## config.mk

```make
export PLATFORM = sky130hd
export DESIGN_NAME = branch_hazard_ctrl
export DESIGN_NICKNAME = d
export VERILOG_FILES = /design/src/rtl/branch_hazard_ctrl.sv
export SDC_FILE = /design/constraint.sdc
export NUM_CORES = 1
export LEC_CHECK = 0
export ABC_AREA = 1
export CORE_UTILIZATION = 44
export CTS_CLUSTER_SIZE = 16
export DETAILED_ROUTE_END_ITERATION = 8
export PLACE_DENSITY = 0.84
export SLEW_MARGIN = 20
export SYNTH_ARGS = -nofsm -noshare
export SYNTH_HDL_FRONTEND = slang
export SYNTH_SLANG_ARGS = --single-unit
```

## constraint.sdc

```tcl
create_clock -name clk -period 5.5 [get_ports clk]
set_input_delay 1.65 -clock clk [delete_from_list [all_inputs] [get_ports clk]]
set_output_delay 1.65 -clock clk [all_outputs]
set_load 0.005 [all_outputs]
```

## src/rtl/branch_hazard_ctrl.sv

```systemverilog
// Stall/flush controller for the ID-stage branch resolution path of a 5-stage MIPS pipeline.
// Optional performance counters are enabled with `define BHU_PERF_CNT_EN.
//
// state     | meaning
// ----------+-----------------------------------------------------------------
// ST_RUN    | normal issue; hazards evaluated, flush on taken branch / jump
// ST_STALL  | extra stall cycles owed to a load feeding a branch; bubbles ID/EX
// ST_FREEZE | external hold; return state and cnt preserved until hold drops
module branch_hazard_ctrl (
    input  logic       clk,
    input  logic       rst_n,
    input  logic       branch,
    input  logic       jump,
    input  logic       uses_rs,
    input  logic       uses_rt,
    input  logic [4:0] rs,
    input  logic [4:0] rt,
    input  logic       branch_taken,
    input  logic       reg_write_idex,
    input  logic       mem_read_idex,
    input  logic [4:0] writebackreg_idex,
    input  logic       reg_write_exmem,
    input  logic       mem_read_exmem,
    input  logic [4:0] writebackreg_exmem,
    input  logic       hold,
    output logic       stall_pc,
    output logic       stall_ifid,
    output logic       flush_idex,
    output logic       flush_ifid,
    output logic       busy
`ifdef BHU_PERF_CNT_EN
    ,
    output logic [15:0] stall_cycles,
    output logic [15:0] flush_count
`endif
);

    typedef enum logic [1:0] {
        ST_RUN    = 2'd0,
        ST_STALL  = 2'd1,
        ST_FREEZE = 2'd2
    } state_t;

    state_t     state;
    state_t     state_nxt;
    state_t     saved_state;
    state_t     saved_nxt;
    state_t     eff_state;
    logic [1:0] cnt;
    logic [1:0] cnt_nxt;
    logic [1:0] need_n;
    logic       match_idex;
    logic       match_exmem;
    logic       stall_int;
    logic       flush_idex_int;
    logic       flush_ifid_int;

    assign match_idex  = (writebackreg_idex != 5'd0) &&
                         ((uses_rs && (writebackreg_idex == rs)) ||
                          (uses_rt && (writebackreg_idex == rt)));
    assign match_exmem = (writebackreg_exmem != 5'd0) &&
                         ((uses_rs && (writebackreg_exmem == rs)) ||
                          (uses_rt && (writebackreg_exmem == rt)));

    // ALU results in EX/MEM are already reachable by the ID forwarding muxes,
    // so reg_write_exmem alone never costs a stall.
    always_comb begin
        need_n = 2'd0;
        if (branch && mem_read_idex && match_idex)
            need_n = 2'd2;
        else if (branch && reg_write_idex && !mem_read_idex && match_idex)
            need_n = 2'd1;
        else if (branch && mem_read_exmem && match_exmem)
            need_n = 2'd1;
        else if (!branch && mem_read_idex && match_idex)
            need_n = 2'd1;
    end

    // Once hold drops, FREEZE behaves as the saved state in that same cycle.
    assign eff_state = (state == ST_FREEZE) ? saved_state : state;

    always_ff @(posedge clk or negedge rst_n) begin
        if (!rst_n) begin
            state       <= ST_RUN;
            saved_state <= ST_RUN;
            cnt         <= 2'd0;
        end else begin
            state       <= state_nxt;
            saved_state <= saved_nxt;
            cnt         <= cnt_nxt;
        end
    end

    always_comb begin
        state_nxt = state;
        saved_nxt = saved_state;
        cnt_nxt   = cnt;
        if (hold) begin
            state_nxt = ST_FREEZE;
            if (state != ST_FREEZE)
                saved_nxt = state;
        end else begin
            case (eff_state)
                ST_RUN: begin
                    if (need_n != 2'd0) begin
                        cnt_nxt   = need_n - 2'd1;
                        state_nxt = ((need_n - 2'd1) != 2'd0) ? ST_STALL : ST_RUN;
                    end else begin
                        state_nxt = ST_RUN;
                    end
                end
                ST_STALL: begin
                    cnt_nxt   = cnt - 2'd1;
                    state_nxt = (cnt == 2'd1) ? ST_RUN : ST_STALL;
                end
                default: begin
                    state_nxt = ST_RUN;
                    cnt_nxt   = 2'd0;
                end
            endcase
        end
    end

    // A bubble is never inserted under hold: ID/EX is frozen, not advancing.
    always_comb begin
        stall_int      = 1'b0;
        flush_idex_int = 1'b0;
        flush_ifid_int = 1'b0;
        if (hold) begin
            stall_int = 1'b1;
        end else begin
            case (eff_state)
                ST_RUN: begin
                    if (need_n != 2'd0) begin
                        stall_int      = 1'b1;
                        flush_idex_int = 1'b1;
                    end else begin
                        flush_ifid_int = jump | (branch & branch_taken);
                    end
                end
                ST_STALL: begin
                    stall_int      = 1'b1;
                    flush_idex_int = 1'b1;
                end
                default: begin
                    stall_int = 1'b1;
                end
            endcase
        end
    end

    assign stall_pc   = stall_int & rst_n;
    assign stall_ifid = stall_int & rst_n;
    assign flush_idex = flush_idex_int & rst_n;
    assign flush_ifid = flush_ifid_int & rst_n;
    assign busy       = (state != ST_RUN) & rst_n;

`ifdef BHU_PERF_CNT_EN
    always_ff @(posedge clk or negedge rst_n) begin
        if (!rst_n) begin
            stall_cycles <= 16'd0;
            flush_count  <= 16'd0;
        end else begin
            if (stall_int && !hold && (stall_cycles != 16'hFFFF))
                stall_cycles <= stall_cycles + 16'd1;
            if (flush_ifid_int && (flush_count != 16'hFFFF))
                flush_count <= flush_count + 16'd1;
        end
    end
`endif

endmodule

```

==> flow_summary.ini <==
[worst_setup_path]
crit_cells = 12
crit_fanout = 4
required_ns = 3.85
critPathArrivalTime_ns = 3.63
crit_slowest_cell = clkdlybuf4s50_1
worstSetupPathType = in -> out
critPathCaptureType = primary output
cp_cell_sequence = clkdlybuf4s50_1 > inv_1 > nand2_1 > nand2_1 > nor2_2 > nand3_1 > nand2_2 > nand3_2 > nand4_2 > nor2_1 > nor2_1 > clkdlybuf4s50_1
cp_slowest_stage_delay_ns = 0.54
cp-start-kind = input pin
critPathBufInv = 3
r2r_slack_ns = 4.13
cp_top_family = buffers and inverters
reg2regPathDepth = 10

[placed_design]
dp.cells = 217
place_area_mm2 = 0.00119
port_buffers = 35
dp_hpwl_um = 1860
place_congestion = 0.903

[clock_tree]
h-tree-depth = 1
clock-sinks = 6
clkTransAtPathRegs_ns = 0.04
insertion_delay_ns = 0.23
cts_tree = done
cts_inserted_buffers = 3
root_buffer = clkbuf_4
cts_hold_buf = 0
cts_max_path_buffers = 2

[synthesis]
syn_area_per_cell_um2 = 5.16
yosys-top-cells-count = nand2_1, inv_1, nor2_1
yosysMostFrequentCell = nand2_1
seq_area_frac_synth = 0.185
asyncSetResetFlopFracSynth = 1.00
synth_area_um2 = 811
ys.flop_type = dfrtp_1
synth_top_area_frac = 0.259
syn_nets = 190
ys_top_cells_by_area = nand2_1, dfrtp_1, inv_1, nor2_1, nand3_1
synthCells = 157
synth_edf_count = 0
ys_types = 24
yosys_warnings = 0
yosys.area.top_type = nand2_1
synth_seq_cells = 6

[route]
drtIter0Drc = 22
firstDrtPassIters = 4
finalWirelength_um = 2140
viasPerCell = 4.62
wire_per_inst_um = 9.71
ant_nets = 0
remaining_drc_errors = 0
vias = 1017

[run]
maxCapViolCount = 0

[global_routing]
grt_remaining_overflow = 0
grt-busiest-layer = met2
antenna_found_initial = 0
met2_usage = 0.374
grt_pass1_vias = 839
grt_pass1_wl_um = 3370
grtUsageMet3 = 0.0240
gr-usage-all-layers = 0.227
use_met1 = 0.311
grt_max_degree = 8

[die]
core-area_mm2 = 0.00173
die-height_um = 44.9
dieArea_mm2 = 0.00202
start_util = 0.470
ios = 37
rows = 15
die_w_um = 44.9

[timing]
worst_slew_pin_slew_ns = 0.269
finalCriticalPeriod_ns = 5.28
setup_viol = 0
final_max_slew_viol_count = 0
worst_hold_slack_ns = 0.482
timing.final.hold_violations = 0
timing.fmax_mhz = 189
fin_worst_skew_ns = 0.000863
max_slew_margin = 0.819
fin_crit_sh = 0.960

[hold_path]
hp-class = reg -> reg
whs_path_depth = 2

[status]
status = finished clean

[pwr]
ir_worst_vdd_mv = 0.172
clkPwrFrac = 0.171
p_total_mw = 0.217
power.internal_mw = 0.139
sw_frac_of_total = 0.362
power.density_mw_per_mm2 = 179
power.switching_mw = 0.0787
comb_power_share = 0.529
seqPwrFrac = 0.299
p_leak_nw = 0.681

[cells_and_area]
num-fill-cells = 174
final_net_count = 230
ff_latch_area_um2 = 150
diodes = 0
layout.cells.non_filler = 220
multiInputGateArea_um2 = 532
utilization = 0.705
drive_gt1_frac = 0.108
fin_area_mm2 = 0.00122
syn2layout_area_growth_pct = 50.2
[cell type report]
cell class / count / area share
clock buffer: 3 / 0.0185
inverter: 33 / 0.102
multi-input combinational: 117 / 0.437
sequential: 6 / 0.123
tap: 25 / 0.0257
timing repair buffer: 36 / 0.294
[worst min-delay path: stages, from the launching register on]
cell and delay, ns:
dfrtp_1 0.34, nand2_1 0.05, nand2_1 0.06
[path summary, 6_finish.rpt]
kind | startpoint | end
worst max-delay path | writebackreg_idex[4] | stall_pc
worst min-delay path | cnt[1]$_DFFE_PN0P_ | cnt[1]$_DFFE_PN0P_
worst max register to register | state[1]$_DFF_PN0_ | cnt[0]$_DFFE_PN0P_
worst min register to register | cnt[1]$_DFFE_PN0P_ | cnt[1]$_DFFE_PN0P_
max in group asynchronous | rst_n | state[1]$_DFF_PN0_
min in group asynchronous | rst_n | state[0]$_DFF_PN0_
[power by group through the flow]
| stage | sequential (mW) | clock (mW) | combinational (mW) |
|---|---|---|---|
| 3_3_place_gp | 0.0648 | 0 | 0.110 |
| 3_5_place_dp | 0.0655 | 0 | 0.115 |
| 6_report | 0.0651 | 0.0373 | 0.115 |
| 5_1_grt | 0.0664 | 0.0414 | 0.129 |
| 2_1_floorplan | 0.0639 | 0 | 0.0668 |
| 4_1_cts | 0.0648 | 0.0392 | 0.116 |
[per-layer routing]
| layer | part of all wire | routed length [um] |
|---|---|---|
| met1 | 0.48 | 1030 |
| met2 | 0.47 | 1000 |
| met3 | 0.050 | 107 |
| met4 | 0 | 0 |
| met5 | 0 | 0 |
[metrics by stage]
stage               setup TNS [ns]  setup slack [ns]
CTS                              0             0.150
detailed placement               0             0.162
global route              -0.00575          -0.00527
floorplan                        0              1.32
finish                           0             0.219
global placement                 0             0.283
[state kept, by name, indices dropped and copies added, names as in the netlist]
register     cells
cnt              2
saved_state      2
state            2
[what timing repair did]
action                     CTS  global route
setup endpoints to repair    0             2
buffers inserted             0             0
resized for setup            0             1
[logic make-up (layout without fill, tap and decap cells)]
| family | Yosys count | in the layout | synth area share |
|---|---|---|---|
| compound gates | 12 | 12 | 0.0802 |
| xor+xnor | 1 | 1 | 0.0108 |
| fa+ha+maj | 1 | 1 | 0.0154 |
| buf+inv | 34 | 72 | 0.162 |
| flops | 6 | 6 | 0.185 |
| simple gates | 103 | 103 | 0.546 |
[layout by cell type, fill, tap and decap left out, types with 6 or more instances in the layout]
| cell | netlist | routed |
|---|---|---|
| nand2_1 | 56 | 56 |
| clkdlybuf4s50_1 | 0 | 35 |
| inv_1 | 24 | 24 |
| nor2_1 | 21 | 20 |
| nand3_1 | 12 | 12 |
| inv_2 | 9 | 9 |
| o21ai_0 | 6 | 6 |
| dfrtp_1 | 6 | 6 |
Power figures use the tool's default switching activity.
